$ cat src/rtl/alu_seq_pkg.sv
// rtl/alu_seq_pkg.sv - opcodes, FSM states and 7-segment patterns for the sequenced ALU
package alu_seq_pkg;

  localparam logic [2:0] OP_ADD  = 3'b000;
  localparam logic [2:0] OP_SUB  = 3'b001;
  localparam logic [2:0] OP_AND  = 3'b010;
  localparam logic [2:0] OP_OR   = 3'b011;
  localparam logic [2:0] OP_XOR  = 3'b100;
  localparam logic [2:0] OP_SHL  = 3'b101;
  localparam logic [2:0] OP_MUL  = 3'b110;
  localparam logic [2:0] OP_PASS = 3'b111;

  typedef enum logic [1:0] {
    S_IDLE = 2'd0,
    S_EXEC = 2'd1,
    S_CONV = 2'd2,
    S_DONE = 2'd3
  } state_t;

  localparam logic [7:0] SEG_BLANK = 8'hFF;
  localparam logic [7:0] SEG_DASH  = 8'hBF;

  // Active-low {dp,g,f,e,d,c,b,a}
  function automatic logic [7:0] seg_digit(input logic [3:0] d);
    case (d)
      4'd0:    seg_digit = 8'hC0;
      4'd1:    seg_digit = 8'hF9;
      4'd2:    seg_digit = 8'hA4;
      4'd3:    seg_digit = 8'hB0;
      4'd4:    seg_digit = 8'h99;
      4'd5:    seg_digit = 8'h92;
      4'd6:    seg_digit = 8'h82;
      4'd7:    seg_digit = 8'hF8;
      4'd8:    seg_digit = 8'h80;
      4'd9:    seg_digit = 8'h90;
      default: seg_digit = SEG_BLANK;
    endcase
  endfunction

endpackage

$ cat src/rtl/alu_seq_top_seg_scan.sv
// rtl/alu_seq_top_seg_scan.sv - multiplexed 7-segment scanner with blank and dash masks
module seg_scan
  import alu_seq_pkg::*;
#(
  parameter int DIGITS      = 4,
  parameter int REFRESH_DIV = 100000
) (
  input  logic                  clk,
  input  logic                  rst,
  input  logic [4*DIGITS-1:0]   digits,
  input  logic [DIGITS-1:0]     blank,
  input  logic [DIGITS-1:0]     dash,
  output logic [7:0]            seg,
  output logic [DIGITS-1:0]     anodes
);
  localparam int CW = $clog2(REFRESH_DIV);
  localparam int IW = (DIGITS > 1) ? $clog2(DIGITS) : 1;

  logic [CW-1:0] cnt;
  logic [IW-1:0] idx;
  logic [7:0]    pat;

  // Dash wins over blank so a negative sign is never suppressed
  always_comb begin
    pat = seg_digit(digits[4*idx +: 4]);
    if (blank[idx]) pat = SEG_BLANK;
    if (dash[idx])  pat = SEG_DASH;
  end

  always_ff @(posedge clk or posedge rst) begin
    if (rst) begin
      cnt    <= '0;
      idx    <= '0;
      seg    <= SEG_BLANK;
      anodes <= '1;
    end else if (cnt == CW'(REFRESH_DIV - 1)) begin
      cnt    <= '0;
      seg    <= pat;
      anodes <= ~(DIGITS'(1) << idx);
      idx    <= (idx == IW'(DIGITS - 1)) ? '0 : idx + 1'b1;
    end else begin
      cnt <= cnt + 1'b1;
    end
  end

endmodule

$ cat src/rtl/alu_seq_top.sv
// rtl/alu_seq_top.sv - start/busy/done ALU with shift-add multiply, double-dabble BCD and display
module alu_seq_top
  import alu_seq_pkg::*;
#(
  parameter int WIDTH       = 8,
  parameter int DIGITS      = 4,
  parameter int REFRESH_DIV = 100000
) (
  input  logic              clk,
  input  logic              rst,
  input  logic [WIDTH-1:0]  D,
  input  logic              En_A,
  input  logic              En_B,
  input  logic [2:0]        ctrl,
  input  logic              start,
  output logic              busy,
  output logic              done,
  output logic              carry,
  output logic              zero,
  output logic              neg,
  output logic              ovf,
  output logic [7:0]        seg,
  output logic [DIGITS-1:0] anodes
);
  localparam int RW    = 2 * WIDTH;
  localparam int BCD_D = (RW * 31) / 100 + 1;
  localparam int CW    = $clog2(RW);
  localparam int SW    = $clog2(WIDTH) + 1;

  state_t              state, state_n;
  logic [WIDTH-1:0]    reg_a, reg_b, op_b;
  logic [RW-1:0]       op_a, res, bin, alu;
  logic [2:0]          op_code;
  logic [CW-1:0]       cnt;
  logic                res_carry, res_neg, alu_c, alu_n, ovf_c, lead;
  logic [4*BCD_D-1:0]  bcd, dab, dab_next;
  logic [4*DIGITS-1:0] disp;
  logic [DIGITS-1:0]   blank, dash;

  // MUL reuses this path one partial product per cycle: res accumulates, op_a/op_b shift
  always_comb begin
    alu   = '0;
    alu_c = 1'b0;
    alu_n = 1'b0;
    case (op_code)
      OP_ADD: begin
        alu   = op_a + RW'(op_b);
        alu_c = alu[WIDTH];
      end
      OP_SUB: begin
        if (op_a < RW'(op_b)) begin
          alu   = RW'(op_b) - op_a;
          alu_c = 1'b1;
          alu_n = 1'b1;
        end else begin
          alu = op_a - RW'(op_b);
        end
      end
      OP_AND:  alu = op_a & RW'(op_b);
      OP_OR:   alu = op_a | RW'(op_b);
      OP_XOR:  alu = op_a ^ RW'(op_b);
      OP_SHL:  alu = op_a << op_b[SW-1:0];
      OP_MUL:  alu = res + (op_b[0] ? op_a : '0);
      default: alu = op_a;
    endcase
  end

  always_comb begin
    dab = bcd;
    for (int i = 0; i < BCD_D; i++)
      if (dab[4*i +: 4] >= 4'd5) dab[4*i +: 4] = dab[4*i +: 4] + 4'd3;
    dab_next = (dab << 1) | (4*BCD_D)'(bin[RW-1]);
    ovf_c = 1'b0;
    for (int i = 0; i < BCD_D; i++)
      if (dab_next[4*i +: 4] != 4'd0 && (i >= DIGITS || (res_neg && i >= DIGITS - 1)))
        ovf_c = 1'b1;
  end

  always_comb begin
    state_n = state;
    case (state)
      S_IDLE: if (start) state_n = S_EXEC;
      S_EXEC: if (op_code != OP_MUL || cnt == CW'(WIDTH - 1)) state_n = S_CONV;
      S_CONV: if (cnt == CW'(RW - 1)) state_n = S_DONE;
      S_DONE: state_n = S_IDLE;
      default: state_n = S_IDLE;
    endcase
  end

  assign busy = (state == S_EXEC) || (state == S_CONV);
  assign done = (state == S_DONE);

  always_ff @(posedge clk or posedge rst) begin
    if (rst) state <= S_IDLE;
    else     state <= state_n;
  end

  always_ff @(posedge clk or posedge rst) begin
    if (rst) begin
      reg_a     <= '0;
      reg_b     <= '0;
      op_a      <= '0;
      op_b      <= '0;
      op_code   <= OP_ADD;
      res       <= '0;
      bin       <= '0;
      bcd       <= '0;
      cnt       <= '0;
      res_carry <= 1'b0;
      res_neg   <= 1'b0;
      carry     <= 1'b0;
      zero      <= 1'b1;
      neg       <= 1'b0;
      ovf       <= 1'b0;
      disp      <= '0;
    end else begin
      if (En_A) reg_a <= D;
      if (En_B) reg_b <= D;
      case (state)
        S_IDLE: if (start) begin
          op_a    <= RW'(reg_a);
          op_b    <= reg_b;
          op_code <= ctrl;
          res     <= '0;
          cnt     <= '0;
        end
        S_EXEC: begin
          res       <= alu;
          res_carry <= alu_c;
          res_neg   <= alu_n;
          op_a      <= op_a << 1;
          op_b      <= op_b >> 1;
          cnt       <= cnt + 1'b1;
          if (state_n == S_CONV) begin
            bin <= alu;
            bcd <= '0;
            cnt <= '0;
          end
        end
        S_CONV: begin
          bcd <= dab_next;
          bin <= bin << 1;
          cnt <= cnt + 1'b1;
          if (state_n == S_DONE) begin
            carry <= res_carry;
            zero  <= (res == '0);
            neg   <= res_neg;
            ovf   <= ovf_c;
            disp  <= (4*DIGITS)'(dab_next);
          end
        end
        default: ;
      endcase
    end
  end

  // Blank leading zeros from the left; the units digit is always shown
  always_comb begin
    blank = '0;
    dash  = '0;
    lead  = 1'b1;
    for (int i = DIGITS - 1; i > 0; i--) begin
      if (disp[4*i +: 4] != 4'd0) lead = 1'b0;
      blank[i] = lead;
    end
    if (neg) dash[DIGITS-1] = 1'b1;
    if (ovf) dash = '1;
  end

  seg_scan #(
    .DIGITS      (DIGITS),
    .REFRESH_DIV (REFRESH_DIV)
  ) u_scan (
    .clk    (clk),
    .rst    (rst),
    .digits (disp),
    .blank  (blank),
    .dash   (dash),
    .seg    (seg),
    .anodes (anodes)
  );

endmodule

$ cat config.mk
export PLATFORM = sky130hd
export DESIGN_NAME = alu_seq_top
export DESIGN_NICKNAME = d
export VERILOG_FILES = /design/src/rtl/alu_seq_pkg.sv /design/src/rtl/alu_seq_top_seg_scan.sv /design/src/rtl/alu_seq_top.sv
export SDC_FILE = /design/constraint.sdc
export NUM_CORES = 1
export LEC_CHECK = 0
export ABC_AREA = 1
export ABC_CLOCK_PERIOD_IN_PS = 5600
export BUFFER_PORTS_ARGS = -buffer_cell sky130_fd_sc_hd__buf_2
export CORE_MARGIN = 2
export CORE_UTILIZATION = 50
export DETAILED_ROUTE_END_ITERATION = 10
export PLACE_DENSITY = 0.66
export SLEW_MARGIN = 20
export SYNTH_ARGS = -nofsm -noshare
export SYNTH_HDL_FRONTEND = slang
export SYNTH_SLANG_ARGS = --single-unit
$ cat constraint.sdc
create_clock -name clk -period 5.6 [get_ports clk]
set_input_delay 0.56 -clock clk [delete_from_list [all_inputs] [get_ports clk]]
set_output_delay 0.56 -clock clk [all_outputs]
set_load 0.05 [all_outputs]
==> results of run 1 <==
-- power groups by stage --
stage	Clock (mW)	Sequential [mW]	Combinational, mW
after floorplan	0	1.66	3.54
after global placement	0	1.79	4.49
after detailed placement	0	1.80	4.49
after CTS	1.20	1.78	4.52
after global routing	1.24	1.84	5.16
final	1.18	1.79	4.60
-- layer usage --
| metal | track usage [%] | vias up | share of wire, % | wire length (µm) |
|---|---|---|---|---|
| met2 | 42.58 | 368 | 44 | 14590 |
| met1 | 41.90 | 5134 | 48 | 15970 |
| met5 | 0 | - | 0 | 0 |
| met3 | 4.472 | 53 | 5.6 | 1864 |
| met4 | 9.567 | 0 | 2.6 | 860 |
| li1 | - | 5359 | - | - |
-- Yosys cell counts, types with 3 or more instances --
master	count
dfrtp_1	141
nor2_2	3
nand2_2	3
dfstp_2	12
o211ai_1	23
clkinv_1	4
nor2_1	142
o21ai_2	5
mux2_2	14
a31oi_1	6
nand3_1	131
buf_4	9
a21oi_1	91
a21oi_2	3
xor2_1	22
a211oi_1	4
nand3b_1	5
o22ai_1	13
inv_2	6
nand4_1	20
nor4_1	10
o21ai_0	126
buf_2	16
nand2_1	441
inv_1	218
o22ai_2	7
buf_1	3
ha_1	77
fa_1	4
nor3_1	10
clkbuf_1	23
or2_2	4
buf_6	6
nand3_2	5
o21ai_1	9
-- sequential cells by signal, summed over array words and instances, names as in the netlist, 4 cells and up --
| signal | flops |
|---|---|
| bcd | 20 |
| u_scan.seg | 7 |
| reg_b | 8 |
| disp | 16 |
| res | 16 |
| op_a | 16 |
| u_scan.anodes | 4 |
| op_b | 8 |
| bin | 16 |
| u_scan.cnt | 17 |
| cnt | 4 |
| reg_a | 8 |
-- metrics by stage --
step | instances | util [%]
2_1_floorplan | 1644 | -
3_3_place_gp | 1911 | 52.05
3_5_place_dp | 1911 | 52.05
4_1_cts | 1943 | 54.68
5_1_grt | 1943 | 54.72
6_report | 1943 | 54.72
-- kinds of logic after synthesis --
family	after synthesis	synth area share (%)
AND/OR/NAND/NOR	782	28.73
adder cells (fa/ha/maj)	81	9.072
multiplexers	16	1.545
buffers and inverters	286	10.20
XOR/XNOR	23	1.751
other	1	0.03260
flip-flops	153	33.42
AO/OA/AOI/OAI	302	15.25
-- area by class of cell --
| cell class | instances | area, µm² | area share, % |
|---|---|---|---|
| inverters | 228 | 860.8 | 6.949 |
| multi-input cells | 1205 | 6511 | 52.56 |
| repair buffers | 40 | 220.2 | 1.778 |
| well taps | 285 | 356.6 | 2.879 |
| clock buffers | 18 | 439.2 | 3.545 |
| flip-flops and latches | 153 | 3844 | 31.03 |
| clock inverters | 14 | 156.4 | 1.263 |
-- critical path, cell delays in order, from the launching register on --
cell	delay, ns
dfrtp_1	0.72
clkinv_1	0.65
ha_1	0.69
nor2_1	0.10
nand2_1	0.07
nand2_1	0.10
nand2_1	0.11
nand3_2	0.26
inv_2	0.30
nand3_1	0.18
nand3_1	0.10
nand2_1	0.05
nand2_1	0.07
nand3_1	0.08
nand2_1	0.06
o21ai_0	0.07
-- final timing paths --
path                                    start       endpoint  slack (ns)
worst max-delay path                  op_b[2]        res[14]        1.84
worst min-delay path                      rst  u_scan.cnt[6]        0.33
worst max register to register        op_b[2]        res[14]        1.84
worst min register to register  u_scan.cnt[0]  u_scan.cnt[0]        0.47
max in group asynchronous                 rst        disp[1]        4.06
min in group clk                      ctrl[2]     op_code[2]        0.33
==> results.json, run 1 <==
{
  "synthArstFlopShare_pct": 100.0,
  "finalSetupViolCount": 0,
  "cp.arrival_ns": 4.05,
  "tns_ns": 0,
  "total_power_mw": 7.569,
  "pin_count": 34,
  "track_usage_pct": 28.42,
  "core_um2": 22640,
  "hold_violations": 0,
  "layout_common_cells": "nand2_1, inv_1, nor2_1",
  "synth_edf_count": 0,
  "yosysSeqAreaShare_pct": 33.42,
  "dp_hpwl_mm": 25.15,
  "fillers": 2193,
  "maxCapViolations": 0,
  "synth_top_cell_area_share_pct": 30.68,
  "status": "complete, no violations",
  "clk_path_buf_depth": 2,
  "finalWeightedCongestion": 1.025,
  "drt_iter0_markers": 964,
  "slew_violations": 0,
  "grt_max_degree": 107,
  "grt_pass1_wl_mm": 54.57,
  "required_ns": 5.89,
  "clock-sinks": 153,
  "switching_share_pct": 54.62,
  "power_density_nw_per_um2": 611.0,
  "drc": 0,
  "relSlewSlack_pct": 27.10,
  "synth_fp_nets": 1741,
  "synth_warnings": 0,
  "worst_pin_slew_ns": 1.089,
  "synthFlopType": "dfrtp_1",
  "timing.final.ws_setup_ns": 1.839,
  "synth_area_um2": 11500,
  "final_common_cell": "nand2_1",
  "synthCells": 1644,
  "pwr-share-seq_pct": 23.7,
  "syn_avg_cell_area_um2": 6.997,
  "hp-class": "input pin to async pin",
  "port_buffers": 32,
  "place_area_um2": 11780,
  "ir_drop_uv": 444.7,
  "criticalPathCategory": "flop to flop",
  "drive_gt1_share_pct": 8.745,
  "routed_via_density": 5.617,
  "rsz0062_at_grt": "false",
  "wirelength_mm": 33.28,
  "overflow": 0,
  "num-nets-final": 1742,
  "avgRoutedWirePerCell_um": 17.13,
  "num_rows": 55,
  "cts_setup_buffers": 0,
  "max_clock_freq_mhz": 265.9,
  "p_switching_mw": 4.134,
  "cts_hold_buffers": 0,
  "syn2layout_area_growth_pct": 7.701,
  "layout_min_cycle_time_ns": 3.761,
  "cts-root-buf": "clkbuf_16",
  "cts_tree": "built",
  "synth_area_leader_cell": "dfrtp_1",
  "synth_seq_cells": 153,
  "cts_resized": 0,
  "leakage_nw": 6.351,
  "intPower_mw": 3.435,
  "clock_power_share_pct": 15.6,
  "antenna_found_initial": 0,
  "die_w_um": 155.7,
  "holdWs_ns": 0.3256,
  "min_period_over_period_pct": 67.17,
  "reg2regPathDepth": 15,
  "clock_skew_ns": 0.02130,
  "drtAntennaViolNets": 0,
  "cts_max_level": 4,
  "start_util_pct": 50.80,
  "critPathCaptureType": "flop",
  "grt_pass1_vias": 10130,
  "die_height_um": 155.7,
  "start_kind": "flop",
  "cts-buffers-inserted": 17,
  "clk_pin_slew_ns": 0.07,
  "vias": 10910,
  "clk_latency_ns": 0.44,
  "n_antenna_cell": 0,
  "post-place-ws_ns": 1.933,
  "synthTopCellsByArea": "dfrtp_1, nand2_1, ha_1",
  "pwr-share-comb_pct": 60.7,
  "first_pass_iters": 6,
  "worstPathMaxFanout": 20,
  "synthDistinctLibCells": 55,
  "design_area_um2": 12390,
  "dieArea_um2": 24230
}
Note: power is estimated with default switching activity, not from simulation.
==> run 2, diff against run 1 <==
Settings changed: ABC_CLOCK_PERIOD_IN_PS 5600 to 3400, PLACE_DENSITY 0.66 to 0.69.
Clock period 5.6 ns to 3.4 ns, I/O delays scaled along.
==> run 2 against run 1 <==
  * Die area did not move
  * Sequential power up 58%
  * Hold slack got worse by 0.31 ns
  * Clock skew down 0.0026 ns
  * Final area is 1.3% higher
  * Largest cell class unchanged
  * Sequential cell count unchanged
  * Via count grew 0.73%
  * Critical endpoint is now res[12]
  * Combinational power rose by 70%
  * Count of clock-buffer cells in the layout unchanged
  * Setup slack got worse by 1.5 ns
  * Sequential share of layout area decreased by 0.39 points
==> results.json, run 2 (same netlist as run 1, synthesis figures left out) <==
{
  "status": "complete, no violations",
  "num-nets-final": 1757,
  "wl_met1_mm": 15.37,
  "tns_ns": 0,
  "dp_cells": 1926,
  "dr_wl_met2_mm": 14.78,
  "num_rows": 55,
  "design_area_um2": 12540,
  "vias": 10990,
  "cts_max_level": 4,
  "final_common_cell": "nand2_1",
  "top_layer_used": "met4",
  "drc": 0,
  "min_period_over_period_pct": 89.53,
  "avgRoutedWirePerCell_um": 16.94,
  "clock-sinks": 153,
  "drtAntennaViolNets": 0,
  "worst_pin_slew_ns": 0.7498,
  "place_area_um2": 11920,
  "relSlewSlack_pct": 49.83,
  "reg.largest.list": "bcd (20), u_scan.cnt (17)",
  "regMostFlops": "bcd",
  "routed_via_density": 5.615,
  "timing.final.ws_setup_ns": 0.3559,
  "drt_iter0_markers": 1015,
  "die_w_um": 155.7,
  "dp_hpwl_mm": 25.14,
  "rsz0062_at_grt": "false",
  "wirelength_mm": 33.16,
  "instances_no_fill": 1958,
  "layout_common_cells": "nand2_1, inv_1, nor2_1",
  "antenna_found_initial": 0,
  "ir_drop_uv": 818.8,
  "worstPathMaxFanout": 5,
  "syn2layout_area_growth_pct": 9.061,
  "hp-class": "input pin to async pin",
  "cp.arrival_ns": 3.33,
  "cts-root-buf": "clkbuf_16",
  "clk_pin_slew_ns": 0.08,
  "power_density_nw_per_um2": 1012,
  "pin_count": 34,
  "track_usage_pct": 28.33,
  "drive_gt1_share_pct": 9.623,
  "start_kind": "flop",
  "grt_pass1_wl_mm": 54.41,
  "finalSetupViolCount": 0,
  "criticalPathCategory": "flop to flop",
  "dieArea_um2": 24230,
  "core_um2": 22640,
  "post-place-ws_ns": 0.4194,
  "first_pass_iters": 9,
  "grt_max_degree": 93,
  "cts-buffers-inserted": 17,
  "cts_resized": 0,
  "max_clock_freq_mhz": 328.5,
  "leakage_nw": 6.414,
  "routed-wl-met3_mm": 2.058,
  "required_ns": 3.68,
  "clk_path_buf_depth": 2,
  "die_height_um": 155.7,
  "clock_skew_ns": 0.01867,
  "total_power_mw": 12.69,
  "hold_violations": 0,
  "holdWs_ns": 0.01576,
  "grt_pass1_vias": 10350,
  "cts_setup_buffers": 0,
  "largest_reg_flops": 20,
  "layout_min_cycle_time_ns": 3.044,
  "final_util_pct": 55.41,
  "clk_latency_ns": 0.44,
  "finalWeightedCongestion": 1.018,
  "start_util_pct": 50.80,
  "maxCapViolations": 0,
  "cts_tree": "built",
  "cts_hold_buffers": 0,
  "critPathCaptureType": "flop",
  "n_antenna_cell": 0,
  "port_buffers": 32,
  "overflow": 0,
  "slew_violations": 0
}
run 2: cell types whose count changed in the layout (fill, tap and decap cells not counted), moves of 2 or more:
cell	change
buf_4	+13
clkinv_2	-2
clkinvlp_4	+3
clkinv_4	-2
buf_12	+2
run 2: critical path, stage by stage (launching register included):
cell and delay [ns]:
dfrtp_1 0.44, ha_1 0.35, ha_1 0.23, inv_1 0.06, fa_1 0.42, o21ai_0 0.46, nand3_1 0.17, nand3_1 0.13
nand2_1 0.06, nand3_1 0.07, nand2_1 0.07, a21oi_1 0.19, nand2_1 0.09, nand2_1 0.06, o21ai_0 0.10
run 2: area by class of cell:
cell class	instances	area, µm²
Timing Repair Buffer	55	357.8
Clock buffer	18	439.2
Sequential cell	153	3844
Inverter	228	859.6
Tap cell	285	356.6
Clock inverter	14	182.7
Fill cell	2183	10100
Multi-Input combinational cell	1205	6505
run 2: layer usage:
| layer | vias to the layer above | GRT usage [%] |
|---|---|---|
| met2 | 413 | 44.04 |
| li1 | 5383 | - |
| met5 | - | 0 |
| met3 | 64 | 4.194 |
| met1 | 5134 | 40.27 |
| met4 | 0 | 10.27 |
run 2: final timing paths:
path	from	to	slack, ns	depth (start not counted)
max	op_a[0]	res[12]	0.36	14
min	rst	op_a[8]	0.02	3
max reg2reg	op_a[0]	res[12]	0.36	14
min reg2reg	u_scan.cnt[0]	u_scan.cnt[0]	0.46	1
max in group asynchronous	rst	u_scan.anodes[0]	2.89	3
min in group clk	ctrl[1]	op_code[1]	0.12	3
run 2: power by group:
part           switching (mW)  total, mW  leakage, nW  internal, mW
registers               0.487       2.82         1.96          2.33
logic                    5.47       7.83         4.16          2.36
clock network           0.910       2.05        0.297          1.14
==> run 3, diff against run 2 <==
Settings changed: BUFFER_PORTS_ARGS -buffer_cell sky130_fd_sc_hd__buf_2 to -buffer_cell sky130_fd_sc_hd__clkbuf_2, CORE_ASPECT_RATIO from default to 1.75, CTS_CLUSTER_SIZE from default to 8.
==> run 3 against run 2 <==
  * Sequential share of layout area is 0.23 points lower
  * First-iteration DRC count is 18% lower
  * Wire length is 18% higher
  * Count of clock-buffer cells in the layout is 1 lower
  * Die area is 0.20% higher
  * Clock power hardly changed
  * Critical path depth is 1 lower
  * Fmax is 0.81% higher
  * Largest power group unchanged
==> results.json, run 3 (same netlist as run 1, synthesis figures left out) <==
{
  "hold_violations": 0,
  "maxCapViolations": 0,
  "endpoint": "res[12]",
  "clk_latency_ns": 0.45,
  "reg.largest.list": "bcd (20), u_scan.cnt (17)",
  "r2r-start": "op_a[3]",
  "layout_min_cycle_time_ns": 3.020,
  "criticalPathCategory": "flop to flop",
  "die_w_um": 118.7,
  "required_ns": 3.72,
  "dp_cells": 1954,
  "avgRoutedWirePerCell_um": 19.78,
  "clk_path_buf_depth": 2,
  "cts_max_level": 4,
  "ir_drop_uv": 604.7,
  "cp.arrival_ns": 3.34,
  "die_height_um": 204.6,
  "worstPathMaxFanout": 11,
  "crit_start": "op_a[3]",
  "antenna_found_initial": 0,
  "vias": 11160,
  "clock-sinks": 153,
  "final_common_cell": "nand2_1",
  "port_buffers": 32,
  "leakage_nw": 6.460,
  "reg2reg_to": "res[12]",
  "holdWs_ns": 0.09402,
  "finalSetupViolCount": 0,
  "grt_max_degree": 154,
  "instances_no_fill": 1985,
  "drt_iter0_markers": 828,
  "reg2regPathDepth": 13,
  "core_um2": 22650,
  "first_pass_iters": 5,
  "reg2reg_slack_ns": 0.38,
  "tns_ns": 0,
  "drtAntennaViolNets": 0,
  "finalWeightedCongestion": 1.058,
  "start_util_pct": 50.78,
  "start_kind": "flop",
  "clock_skew_ns": 0.01599,
  "grt_pass1_wl_mm": 60.54,
  "max_clock_freq_mhz": 331.2,
  "critPathCaptureType": "flop",
  "track_usage_pct": 32.88,
  "cts_tree": "built",
  "worst_pin_slew_ns": 1.063,
  "largest_reg_flops": 20,
  "cts_setup_buffers": 0,
  "num-nets-final": 1770,
  "hp-class": "input pin to async pin",
  "syn2layout_area_growth_pct": 9.888,
  "n_antenna_cell": 0,
  "rsz0062_at_grt": "false",
  "grt_pass1_vias": 11310,
  "slew_violations": 0,
  "timing.final.ws_setup_ns": 0.3804,
  "num_rows": 73,
  "post-place-ws_ns": 0.4802,
  "wirelength_mm": 39.26,
  "drc": 0,
  "dieArea_um2": 24280,
  "relSlewSlack_pct": 28.91,
  "cts_hold_buffers": 0,
  "drive_gt1_share_pct": 10.15,
  "layout_common_cells": "nand2_1, inv_1, nor2_1",
  "cts-root-buf": "clkbuf_16",
  "dp_hpwl_mm": 30.42,
  "power_density_nw_per_um2": 1043,
  "status": "complete, no violations",
  "cts-buffers-inserted": 17,
  "pin_count": 34,
  "overflow": 0,
  "cts_resized": 0,
  "regMostFlops": "bcd",
  "routed_via_density": 5.620,
  "clk_pin_slew_ns": 0.07,
  "min_period_over_period_pct": 88.81
}
==> run 3: changes by cell type in the layout (fill, tap and decap cells not counted), sizes merged <==
cell,previous run,this run
inv,229,225
buf,55,36
clkbuf,18,49
bufinv,2,4
clkinv,8,9
clkinvlp,3,4
==> run 3: where the power goes <==
part / internal [mW] / leakage, nW / switching [mW]
combinational: 2.48 / 4.21 / 5.75
clock: 1.23 / 0.295 / 0.837
sequential: 2.33 / 1.96 / 0.557
total: 6.04 / 6.46 / 7.15
==> run 3: worst min-delay path by stage <==
stage	end	slack, ns
5_1_grt	op_code[1]	0.14
3_5_place_dp	u_scan.anodes[3]	0.47
6_report	u_scan.cnt[10]	0.09
4_1_cts	op_code[0]	0.11
2_1_floorplan	u_scan.cnt[0]	0.43
3_3_place_gp	u_scan.cnt[0]	0.46
==> run 3: metrics by stage <==
stage          utilization [%]  instance area (µm²)  total power, mW
3_3_place_gp             53.05                12020            10.92
2_1_floorplan                -                11510            8.563
3_5_place_dp             53.05                12020            10.95
5_1_grt                  55.80                12640            14.14
4_1_cts                  55.80                12640            13.04
6_report                 55.80                12640            13.19
==> run 3: layout make-up <==
type                       count  area [µm²]
clock buffer                  17       425.4
clock inverter                14       197.7
fill                        2297       10010
inverter                     228       859.6
multi-input combinational   1205        6495
sequential                   153        3844
tap                          300       375.4
timing repair buffer          68       442.9
==> run 3: layer usage <==
| layer | track usage, % | vias to the layer above | wire (µm) |
|---|---|---|---|
| met4 | 33.76 | 0 | 4710 |
| met5 | 0 | - | 0 |
| met1 | 30.64 | 5165 | 13140 |
| met3 | 4.705 | 180 | 1531 |
| li1 | - | 5404 | - |
| met2 | 59.05 | 406 | 19880 |
==> run 3: worst max-delay path: stages, from the launching register on <==
cell and delay (ns):
dfrtp_1 0.45, inv_1 0.19, ha_1 0.63, nand2_1 0.09
o21ai_0 0.53, nand3_1 0.14, nand2_1 0.14, nand2_1 0.14
o21ai_0 0.21, nand3_1 0.10, nand2_1 0.10, nand2_1 0.06
nand2_1 0.05, o21ai_0 0.07
